===== config.mk =====
export PLATFORM = sky130hd
export DESIGN_NAME = serial_link_scheduler
export DESIGN_NICKNAME = d
export VERILOG_FILES = /design/src/rtl/serial_link_scheduler.sv
export SDC_FILE = /design/constraint.sdc
export NUM_CORES = 1
export LEC_CHECK = 0
export ABC_AREA = 1
export CORE_ASPECT_RATIO = 1.75
export CORE_MARGIN = 2
export CORE_UTILIZATION = 53
export CTS_BUF_LIST = sky130_fd_sc_hd__clkbuf_4
export DETAILED_ROUTE_END_ITERATION = 12
export GPL_ROUTABILITY_DRIVEN = 0
export PLACE_DENSITY_LB_ADDON = 0.15
export REMOVE_ABC_BUFFERS = 1
export SLEW_MARGIN = 15
export SYNTH_ARGS = -nofsm -noshare
export SYNTH_HDL_FRONTEND = slang
export SYNTH_SLANG_ARGS = --single-unit

===== constraint.sdc =====
create_clock -name clk -period 5.2 [get_ports clk]
set_input_delay 0.52 -clock clk [delete_from_list [all_inputs] [get_ports clk]]
set_output_delay 0.52 -clock clk [all_outputs]
set_load 0.005 [all_outputs]

===== src/rtl/serial_link_scheduler.sv =====
// Round-robin arbiter feeding a framed serial transmitter: start bit, 2-bit port,
// 4-bit length (MSB first), payload LSB first, then a stop bit.
module serial_link_scheduler (
  input  logic        clk,
  input  logic        rst,
  input  logic        clkEn,
  input  logic [3:0]  req,
  input  logic [15:0] req_len,
  input  logic [63:0] req_data,
  output logic [3:0]  gnt,
  output logic        serOut,
  output logic        busy,
  output logic        done
);

  typedef enum logic [2:0] {
    ST_IDLE  = 3'd0,
    ST_START = 3'd1,
    ST_PORT  = 3'd2,
    ST_CNT   = 3'd3,
    ST_DATA  = 3'd4,
    ST_STOP  = 3'd5
  } state_t;

  state_t      state_q;
  logic [3:0]  cnt_q;
  logic [1:0]  last_q;
  logic [1:0]  port_q;
  logic [3:0]  len_q;
  logic [15:0] data_q;
  logic        serout_q;
  logic        busy_q;
  logic [3:0]  gnt_q;
  logic        done_q;

  logic [1:0]  win_d;
  logic        win_vld_d;
  logic [1:0]  idx_d;

  // Round-robin winner search starting just after the last granted requester.
  always_comb begin
    win_d     = last_q;
    win_vld_d = 1'b0;
    idx_d     = last_q;
    for (int k = 1; k <= 4; k++) begin
      idx_d = last_q + k[1:0];
      if (!win_vld_d && req[idx_d]) begin
        win_vld_d = 1'b1;
        win_d     = idx_d;
      end else begin
        win_vld_d = win_vld_d;
      end
    end
  end

  // Frame FSM; outputs are registered with the value they must show in the next state.
  always_ff @(posedge clk or negedge rst) begin
    if (!rst) begin
      state_q  <= ST_IDLE;
      cnt_q    <= 4'd0;
      last_q   <= 2'd3;
      port_q   <= 2'd0;
      len_q    <= 4'd0;
      data_q   <= 16'd0;
      serout_q <= 1'b1;
      busy_q   <= 1'b0;
      gnt_q    <= 4'b0000;
      done_q   <= 1'b0;
    end else begin
      gnt_q  <= 4'b0000;
      done_q <= 1'b0;
      if (clkEn) begin
        case (state_q)
          ST_IDLE: begin
            if (win_vld_d) begin
              port_q   <= win_d;
              len_q    <= req_len[{win_d, 2'b00} +: 4];
              data_q   <= req_data[{win_d, 4'b0000} +: 16];
              last_q   <= win_d;
              gnt_q    <= 4'b0001 << win_d;
              state_q  <= ST_START;
              cnt_q    <= 4'd0;
              serout_q <= 1'b0;
              busy_q   <= 1'b1;
            end else begin
              serout_q <= 1'b1;
              busy_q   <= 1'b0;
            end
          end
          ST_START: begin
            state_q  <= ST_PORT;
            cnt_q    <= 4'd1;
            serout_q <= port_q[1];
          end
          ST_PORT: begin
            if (cnt_q == 4'd0) begin
              state_q  <= ST_CNT;
              cnt_q    <= 4'd3;
              serout_q <= len_q[3];
            end else begin
              cnt_q    <= cnt_q - 4'd1;
              serout_q <= port_q[0];
            end
          end
          // cnt_q holds the length bit currently on the line, counting down to 0.
          ST_CNT: begin
            if (cnt_q != 4'd0) begin
              cnt_q    <= cnt_q - 4'd1;
              serout_q <= len_q[cnt_q[1:0] - 2'd1];
            end else if (len_q != 4'd0) begin
              state_q  <= ST_DATA;
              cnt_q    <= 4'd0;
              serout_q <= data_q[0];
            end else begin
              state_q  <= ST_STOP;
              serout_q <= 1'b1;
            end
          end
          ST_DATA: begin
            if (cnt_q == len_q - 4'd1) begin
              state_q  <= ST_STOP;
              cnt_q    <= 4'd0;
              serout_q <= 1'b1;
            end else begin
              cnt_q    <= cnt_q + 4'd1;
              serout_q <= data_q[cnt_q + 4'd1];
            end
          end
          ST_STOP: begin
            state_q  <= ST_IDLE;
            cnt_q    <= 4'd0;
            serout_q <= 1'b1;
            busy_q   <= 1'b0;
            done_q   <= 1'b1;
          end
          default: begin
            state_q  <= ST_IDLE;
            cnt_q    <= 4'd0;
            serout_q <= 1'b1;
            busy_q   <= 1'b0;
          end
        endcase
      end
    end
  end

  assign gnt    = gnt_q;
  assign serOut = serout_q;
  assign busy   = busy_q;
  assign done   = done_q;

endmodule


* Yosys cells after proc, flatten, opt, wreduce, memory -nomap -nowiden *
Index checks and enable logic that the tools add are counted.

cells by class
  reduce and logical (&&, ||, !) cells = 15
  mux-type cells = 45
  magnitude comparators = 6
  equal/unequal tests = 11
  bitwise logic cells = 1
  shift-type cells = 3
  add/subtract/negate cells = 7

operator list
  kind                   count
  $shiftx A64 B7 Y16     1
  $mux W4                8
  $pmux W4 S5            1
  $mux W1                19
  $shiftx A16 B5 Y4      1
  $lt A2 B3 Y1 const B   5
  $pmux W3 S5            1
  $mux W3                4
  $bmux W1 S2            5
  $mux W2                4
  $ne A2 B2 Y1 const B   4
  $reduce_bool A4 Y1     2
  $sub A4 B1 Y4 const B  2
  $eq A3 B2 Y1 const B   2
  $eq A3 B3 Y1 const B   2
  $reduce_and A3 Y1      2
  $lt A4 B5 Y1 const B   1
  $pmux W1 S5            1
  $reduce_and A5 Y1      1
  $add A2 B2 Y2 const B  2
  $add A4 B1 Y4 const B  1
  $bmux W1 S4            1
  $eq A4 B4 Y1           1
  $logic_not A4 Y1       1
  other kinds (12)       16

word-level totals
  flip-flop bits (word level) = 38
  output and inout bits = 7
  input port bits = 87

* Longest topological paths before layout *
  depth in word-level cells = 17
  gate-level depth with buffers = 17
  mapped depth without buffers = 15

* Worst setup path before layout *
OpenSTA, ideal clock, no wires.

  path type = reg-to-reg
  start point = reg cnt_q[0]
  end point = reg serout_q, in the netlist serOut
  path slack = 3.214 ns
  data required time = 5.127 ns
  arrival time = 1.913 ns
  period minus slack after synthesis = 1.986 ns
  stages on the path, launching flop included = 11
  buffers on the path = 2
  setup time = 0.073 ns
  cells stage by stage = dfrtp_1 > buf_2 > clkinv_1 > ha_1 > clkbuf_1 > o21ai_0 > o211ai_1 > o211ai_1 > nand3_1 > nand2_1 > a21oi_1

between the ends
  cells in the longest elaborated chain, start to end = 5

RTL lines
  item                                                   line      source
  start: declaration                                     26        logic [3:0] cnt_q;
  start signal: assignment                               101       cnt_q <= cnt_q - 4'd1;
  start signal: assignment                               108       cnt_q <= cnt_q - 4'd1;
  start signal: assignment                               125       cnt_q <= cnt_q + 4'd1;
  $add A4 B1 Y4 / $sub A2 B1 Y2 (equally long branches)  126, 109
  $bmux W1 S4 / $bmux W1 S2 (equally long branches)      126, 109
  $mux W1 (on tied branches)                             126, 109
  $mux W1 (on tied branches)                             120, 107
  $pmux W1 S5 *                                          73        case (state_q)
  end signal: assignment                                 93        serout_q <= port_q[1];
  end signal: assignment                                 113       serout_q <= data_q[0];
  end signal: assignment                                 126       serout_q <= data_q[cnt_q + 4'd1];
  end: declaration                                       31        logic serout_q;

Mark *: on every way between the ends. The rest lies on a longest branch, timed or not. The select of a mux whose other input is x is not followed.
A chain may end at the register's enable or synchronous reset.

* Final worst setup path *
  start point = reg last_q[0]
  end point = reg data_q[3]

between the ends
  cells in the longest elaborated chain, start to end = 14

RTL lines
  item                                                            line  source
  start: declaration                                              27    logic [1:0] last_q;
  start signal: assignment                                        79    last_q <= win_d;
  $add A2 B1 Y2                                                   46    idx_d = last_q + k[1:0];
  $bmux W1 S2                                                     47    if (!win_vld_d && req[idx_d]) begin
  $mux W1 (not written as such)                                   47
  $mux W1                                                         47
  $logic_not A1 Y1                                                47
  $logic_and A1 B1 Y1                                             47
  $mux W1                                                         47
  $logic_not A1 Y1                                                47
  $logic_and A1 B1 Y1                                             47
  $mux W1                                                         47
  $logic_not A1 Y1                                                47
  $logic_and A1 B1 Y1                                             47
  $mux W2 / $mux W1 (equally long branches)                       47
  $shiftx A64 B7 Y16 / $reduce_and A3 Y1 (equally long branches)  --
  end signal: assignment                                          78    data_q <= req_data[{win_d, 4'b0000} +: 16];
  end: declaration                                                30    logic [15:0] data_q;

Parallel ways exist; a longest one is shown, timed or not. The select of a mux whose other input is x is not followed.

==> out/summary.txt <==
Post-CTS Setup Inserts: 0
capturing element type of the critical path: register
H-Tree Depth: 2
CP Max Fanout: 55
Max IR drop VDD: 0.356 mV
uppermost layer routed: met4
Worst R2R Path Depth: 13
status: complete, no violations
sequential share of the synthesized area: 0.300
total track usage: 0.264
clock buffer depth: 2
Gate Count Post-Synth: 501
Primary FF master, synth: dfrtp_1
Num CTS Buffers: 5
Die ar.: 6670 um^2
setup tns final: 0 ns
dpl cell area: 4070 um^2
DR pass1 iterations: 4
Critical Path AT: 2.86 ns
post-route cell area: 4170 um^2
R2R Path Start: last_q[0]
met3 wire length: 304 um
Overflow after GRT: 0
Setup Skew: 0.0200 ns
core area: 5830 um^2
hpwl dp: 6230 um
Tcrit/Tclk final: 0.504
Synth Area per Inst: 6.36 um^2
actual slew at the worst max-slew pin: 0.845 ns
clk root buf: clkbuf_4
share of post-route cells with drive strength above 1: 0.0654
Ys Warns: 0
Static Leakage: 2.10 nW
row count: 37
Yosys cell types: 32
CTS Sinks: 38
nets: 671
vias: 3408
WL/cell: 12.3 um
count of max-cap constraint violations: 0
die width: 62.6 um
number of I/O pins: 94
wire length on met1: 3140 um
Vias per Instance: 5.17
hold slack final: 0.254 ns
Initial Util: 0.546
hold buffers post-CTS: 0
max_slew headroom: 0.437
RSZ-0062 raised after global routing: false
Synth Register Bits: 38
RR Endpoint: data_q[3]
startpoint class of the critical path: register
fmax: 382 MHz
Initial DRC Count: 195
area grow syn2layout: 31.0%
Post-synth EDFFs: 0
port bufs: 93
TritonCTS clock tree: built
final setup vio count: 0
initial antenna violation count: 0
antenna-violating nets left: 0
global-route wire length before repair: 14300 um
DRT Wirelength: 8140 um
pwr dens: 620 nW/um^2
Diodes inserted: 0
clk_lat worst skew: 0.36 ns
Slew Limit Fails: 0
Fin. Hold Viols: 0
kind of critical path: reg -> reg
reg-to-reg slack, setup: 2.58 ns
minimum clock period: 2.62 ns
die height: 107 um
drt drc: 0
vias in the first global route: 3384
Hold Path Class: in -> async
Reg clk slew, reported paths: 0.11 ns
DR WL met2: 4470 um
Post-Syn Area: 3190 um^2
Required @ worst endpoint: 5.45 ns
Resized cells post-CTS: 0
ys async rst share: 1.00
DP Worst Slack: 2.36 ns
slack of the critical path: 2.58 ns
largest net degree at the start of global routing: 56
==> cell usage in the layout (no fill, tap or decap), drive strengths merged <==
cell           synthesis  layout
dfstp                  3       3
nand4                 16      16
ha                     4       4
xnor2                  3       3
nor3                   7       7
nand3b                 1       1
inv                   88      88
nor4                   1       1
clkbuf                 3       5
buf                   18       1
o211ai                 8       8
o21ai                 26      26
a21oi                  6       6
dfrtp                 35      35
or2                   13      13
a31oi                  1       1
nand3                 78      78
nor2                  26      26
bufinv                 0       2
nand2                156     156
clkinv                 1       2
o22ai                  1       1
clkdlybuf4s50          0      92
xor2                   6       6
==> power by group <==
group / switching, W / internal (W) / total [W] / leakage [nW]
combinational: 0.00115 / 0.000620 / 0.00177 / 1.57
sequential: 0.000126 / 0.000441 / 0.000566 / 0.478
clock: 0.000102 / 0.000148 / 0.000250 / 0.0528
==> area by class of cell <==
type	instances	area, um^2
clock inverters	3	63.8
multi-input cells	353	1760
fillers	527	1660
inverters	89	339
flip-flops and latches	38	955
well taps	78	97.6
clock buffers	5	37.5
repair buffers	93	926
==> cell usage after synthesis, drive strengths merged, types with 4 or more instances <==
cell type	count	area (um^2)
buf	18	125
inv	88	335
nor3	7	35.0
nand3	78	415
or2	13	81.3
xor2	6	52.6
ha	4	50.1
o21ai	26	130
o211ai	8	60.1
a21oi	6	30.0
nand2	156	636
nand4	16	100
dfrtp	35	876
nor2	26	113
==> per-layer routing <==
layer | global-route usage | vias up
met5 | 0 | -
met4 | 0.125 | 0
met3 | 0.0349 | 18
met2 | 0.506 | 111
met1 | 0.277 | 1537
li1 | - | 1742
==> worst max path at each step <==
| stage | start | endpoint | slack (ns) | cells after the start |
|---|---|---|---|---|
| floorplan | last_q[0] | data_q[13] | 3.02 | 12 |
| global placement | req[2] | data_q[14] | 2.46 | 11 |
| detailed placement | req[0] | data_q[15] | 2.36 | 11 |
| CTS | last_q[0] | data_q[3] | 2.57 | 13 |
| global route | cnt_q[0] | serOut | 2.25 | 8 |
| finish | last_q[0] | data_q[3] | 2.58 | 13 |
==> flip-flops by register name (all words and copies together) (netlist names) <==
| register | cells |
|---|---|
| gnt | 4 |
| done | 1 |
| data_q | 16 |
| serOut | 1 |
| cnt_q | 4 |
| port_q | 2 |
| state_q | 3 |
| busy | 1 |
| len_q | 4 |
| last_q | 2 |
==> cell families after synthesis <==
group / count (synthesis) / synth area share
AOI/OAI and AO/OA: 42 / 0.0731
adders and majority gates: 4 / 0.0157
DFF: 38 / 0.300
xor gates and xnor gates: 9 / 0.0247
and+or+nand+nor: 298 / 0.438
buffers and inverters: 110 / 0.149
==> worst max-delay path, cell delays in order (launching register included) <==
cell and delay (ns):
dfstp_2 0.70, inv_6 0.08, nand2_2 0.06, nand2_1 0.10, nand2_2 0.13, nand2_4 0.08
nor2_4 0.14, nand3_4 0.31, nand2_4 0.52, nand2_1 0.10, nand3_1 0.08, nand2_1 0.07
nand2_1 0.07, nand2_1 0.06
==> through the flow <==
stage	utilization	std cells	total power (W)
floorplan	-	480	0.00186
global placement	0.698	651	0.00226
detailed placement	0.698	651	0.00233
CTS	0.716	659	0.00259
global route	0.716	659	0.00288
finish	0.716	659	0.00259
Power figures use the tool's default switching activity.
==> RTL edit 1, RTL diff (same flow settings) <==
The 6 states of `state_t` get a one-hot encoding in 6 bits.
--- a/src/rtl/serial_link_scheduler.sv
+++ b/src/rtl/serial_link_scheduler.sv
@@ -14,11 +14,11 @@
 );
 
-  typedef enum logic [2:0] {
-    ST_IDLE  = 3'd0,
-    ST_START = 3'd1,
-    ST_PORT  = 3'd2,
-    ST_CNT   = 3'd3,
-    ST_DATA  = 3'd4,
-    ST_STOP  = 3'd5
+  typedef enum logic [5:0] {
+    ST_IDLE  = 6'b000001,
+    ST_START = 6'b000010,
+    ST_PORT  = 6'b000100,
+    ST_CNT   = 6'b001000,
+    ST_DATA  = 6'b010000,
+    ST_STOP  = 6'b100000
   } state_t;
 
Formal check against the unedited RTL: same outputs for any inputs over 10 cycles, from zero or initial values and one cycle with rst low; not proved beyond that.
==> RTL edit 1 against the unedited design <==
- synthesized area increased by 4.2%
- total power fell by 2.4%
- wire length grew 4.1%
- global-route usage is 0.94 points lower
- fmax shrank 17%
- via count up 4.8%
- cell area up 2.1%
- sequential cell count up 3
- largest power group unchanged
- worst setup slack got worse by 550 ps
- first-iteration DRC count up 16%
- non-clock buffer count unchanged
- clock power decreased by 16%
- highest routed layer unchanged
==> RTL edit 1: results <==
run_status:
  status: "finished, final reports clean"
worst_setup_path:
  path_max_fanout: 53
  max_stage_delay_ps: 880
  crit_family: "simple AND/OR/NAND/NOR gates"
  r2r-end: "len_q[2]"
  arrival_ps: 3430
  r2r_setup_slack_ps: 2030
  cpMaxStageDelayCell: "nand2_2"
synth:
  synth-xor-area-share_pct: 2.11
  yosysUniqueCellTypes: 36
  synthTopCellsByArea: "dfrtp_1, nand2_1, nand3_1, inv_1, o21ai_0"
  synth_adder_area_share_pct: 1.51
  postSynthCellCount: 528
  synthTopCellsByCount: "nand2_1, inv_1, nand3_1"
  synth_compound_area_share_pct: 7.27
  yosysSeqAreaShare_pct: 31.1
layout:
  fin_cells: 683
  drive_above_1_share_pct: 6.14
  nets: 693
drt:
  drt_iter0_markers: 227
  viasPerCell: 5.23
  routed_wl_um: 8470
global_route:
  grt_pass1_vias: 3497
  grt_max_degree: 54
  grt_usage_pct: 25.4
  grt_pass1_wl_um: 14200
pwr:
  ir_drop_mv: 0.373
  leakage_nw: 2.20
cts:
  clk_pin_slew_ps: 130
  clock_insertion_delay_worst_skew_ps: 380
sta:
  finClkSkew_ps: 14.0
  worst_slew_pin_slew_ps: 912
place:
  dp_hpwl_um: 6430
[RTL edit 1: cell types whose count changed in the layout (fill, tap and decap cells not counted), moves of 4 or more]
cell      delta
nand2_1     +18
nor2_1       +5
nor3_1       -6
o211ai_1     -4
or2_0        +8
or2_1        -7
[RTL edit 1: final cells by class]
cell class	count	area (µm²)
Clock buffer	5	37.5
Timing Repair Buffer	93	926
Tap cell	80	100
Multi-Input combinational cell	374	1800
Sequential cell	41	1030
Fill cell	561	1870
Inverter	87	329
Clock inverter	3	41.3
[RTL edit 1: worst reg2reg max path: stages, from the launching register on]
cell and delay [ps]:
dfstp_2 690, inv_4 90, nand2_1 70, nand2_1 80, nand2_2 130, nand2_4 80
nor2_4 120, nand3_2 510, nand2_2 880, nand2_1 120, nand3_1 110, nand2_1 70
nand2_1 50, nand2_1 60
[RTL edit 1: cells by family (layout without fill, tap and decap cells)]
group / count (synthesis) / after routing
AO/OA/AOI/OAI: 44 / 44
flip-flops: 41 / 41
adder cells (fa/ha/maj): 4 / 4
XOR/XNOR: 8 / 8
buffers and inverters: 113 / 188
AND/OR/NAND/NOR: 318 / 318
[RTL edit 1: through the flow]
| stage | cell area, µm² | total power [W] | util, % | setup slack [ps] | hold WS [ps] |
|---|---|---|---|---|---|
| finish | 4260 | 0.00253 | 69.5 | 2030 | 259 |
| global route | 4260 | 0.00279 | 69.5 | 1700 | 348 |
| CTS | 4260 | 0.00252 | 69.5 | 2050 | 293 |
| detailed placement | 4180 | 0.00231 | 68.2 | 1800 | 463 |
| global placement | 4180 | 0.00224 | 68.2 | 1930 | 457 |
| floorplan | 3160 | 0.00183 | - | 2690 | 224 |
[RTL edit 1: per-layer routing]
metal  part of all wire, %  GRT usage, %
met1                    36          25.0
met4                   2.6          12.4
met5                     0             0
met2                    57          50.7
met3                   3.9          2.99
[RTL edit 1: worst max path at each step]
stage	startpoint	end	slack, ps	depth (start not counted)
after floorplan	last_q[0]	data_q[0]	2690	12
after global placement	req[2]	len_q[2]	1930	13
after detailed placement	req[2]	data_q[11]	1800	13
after CTS	last_q[0]	data_q[11]	2050	13
after global routing	last_q[0]	len_q[2]	1700	14
final	last_q[0]	len_q[2]	2030	13
[RTL edit 1: report_power, final]
group,internal [W],total (W),switching (W)
Clock,0.0000995,0.000211,0.000111
Sequential,0.000460,0.000581,0.000121
Combinational,0.000591,0.00173,0.00114
==> RTL edit 2, RTL diff (same flow settings) <==
Made on the original files. Make the reset (`rst`) synchronous in one clocked block.
--- a/src/rtl/serial_link_scheduler.sv
+++ b/src/rtl/serial_link_scheduler.sv
@@ -55,5 +55,5 @@
 
   // Frame FSM; outputs are registered with the value they must show in the next state.
-  always_ff @(posedge clk or negedge rst) begin
+  always_ff @(posedge clk) begin
     if (!rst) begin
       state_q  <= ST_IDLE;
Behaviour: differs if rst is asserted again (counterexample within 4 cycles, from zero or initial values and one cycle with rst low); with rst held inactive, the same outputs for 10 cycles.
==> RTL edit 2 against the unedited design <==
- worst setup slack got worse by 120 ps
- total power fell by 25%
- cell area fell by 3.6%
- wire length is 3.5% higher
- count of clock-buffer cells in the layout rose by 1
- synthesized area shrank 2.6%
- largest power group unchanged
- sequential cell count stayed put
==> RTL edit 2: results <==
run_status:
  status: "finished, final reports clean"
sta:
  setup_slack_ps: 2460
  slew_headroom_pct: 53.9
  timing.hold.ws_ps: 473
  finClkSkew_ps: 21.7
pwr:
  ir_drop_mv: 0.499
  switching_power_w: 0.00104
  p_comb_share_pct: 68.9
  leakage_nw: 1.91
  seqPwrFrac_pct: 23.1
  powerSeq_w: 0.000450
worst_hold_path:
  hold_class: "register to register"
global_route:
  grt_max_degree: 47
  grt_pass1_wl_um: 13900
  grt_pass1_vias: 3506
  use_met3_pct: 3.07
  met1_usage_pct: 26.9
  grt.met2_usage_pct: 51.7
layout:
  drive_above_1_share_pct: 4.85
  fillers: 515
  nets: 687
  final_area_um2: 4030
synth:
  synthTopCellsByArea: "dfxtp_1, nand2_1, nand3_1, inv_1, a21oi_1"
  synth_flop_cell: "dfxtp_1"
  yosysSeqAreaShare_pct: 24.5
  postSynthCellCount: 523
  synthTopCellsByCount: "nand2_1, nand3_1, inv_1"
  ys_async_sr_fraction_pct: 0
cts:
  h-tree-depth: 2
  cts_max_path_buffers: 2
drt:
  wl_met3_um: 360
  routedWlPerCell_um: 12.5
  drt_iter0_markers: 188
  met2_length_um: 4820
  m1WireLength_um: 3040
  first_pass_iters: 5
  routed_wl_um: 8420
  viasPerCell: 5.35
worst_setup_path:
  arrival_ps: 2990
  max_stage_delay_ps: 610
  cpMaxStageDelayCell: "dfxtp_1"
  path_max_fanout: 46
  r2r-end: "data_q[10]"
  ff2ff_path_depth: 12
place:
  dp.cells: 666
  preCtsSetupSlack_ps: 2310
  dp_hpwl_um: 6470
==> RTL edit 2: cell types whose count changed after synthesis, moves of 4 or more <==
cell | before | now
nand4_1 | 16 | 4
dfrtp_1 | 35 | 0
or2_1 | 8 | 0
o21a_1 | 0 | 4
nor2_1 | 24 | 28
or2_2 | 5 | 1
clkbuf_1 | 3 | 8
a21oi_1 | 6 | 28
nand3b_1 | 1 | 17
dfxtp_1 | 0 | 38
nand2_1 | 144 | 156
inv_1 | 82 | 67
==> RTL edit 2: cells by family after synthesis <==
group | after synthesis | share of synthesized area, %
compound gates | 68 | 12.0
xor+xnor | 7 | 1.98
flops | 38 | 24.5
buf+inv | 99 | 13.9
simple gates | 308 | 46.4
fa+ha+maj | 3 | 1.21
==> RTL edit 2: layout make-up <==
cell class / count / share of cell area (%)
clock buffers: 6 / 1.12
clock inverters: 2 / 0.218
inverters: 73 / 6.81
multi-input cells: 386 / 47.5
flip-flops and latches: 38 / 18.9
well taps: 76 / 2.36
repair buffers: 93 / 23.1
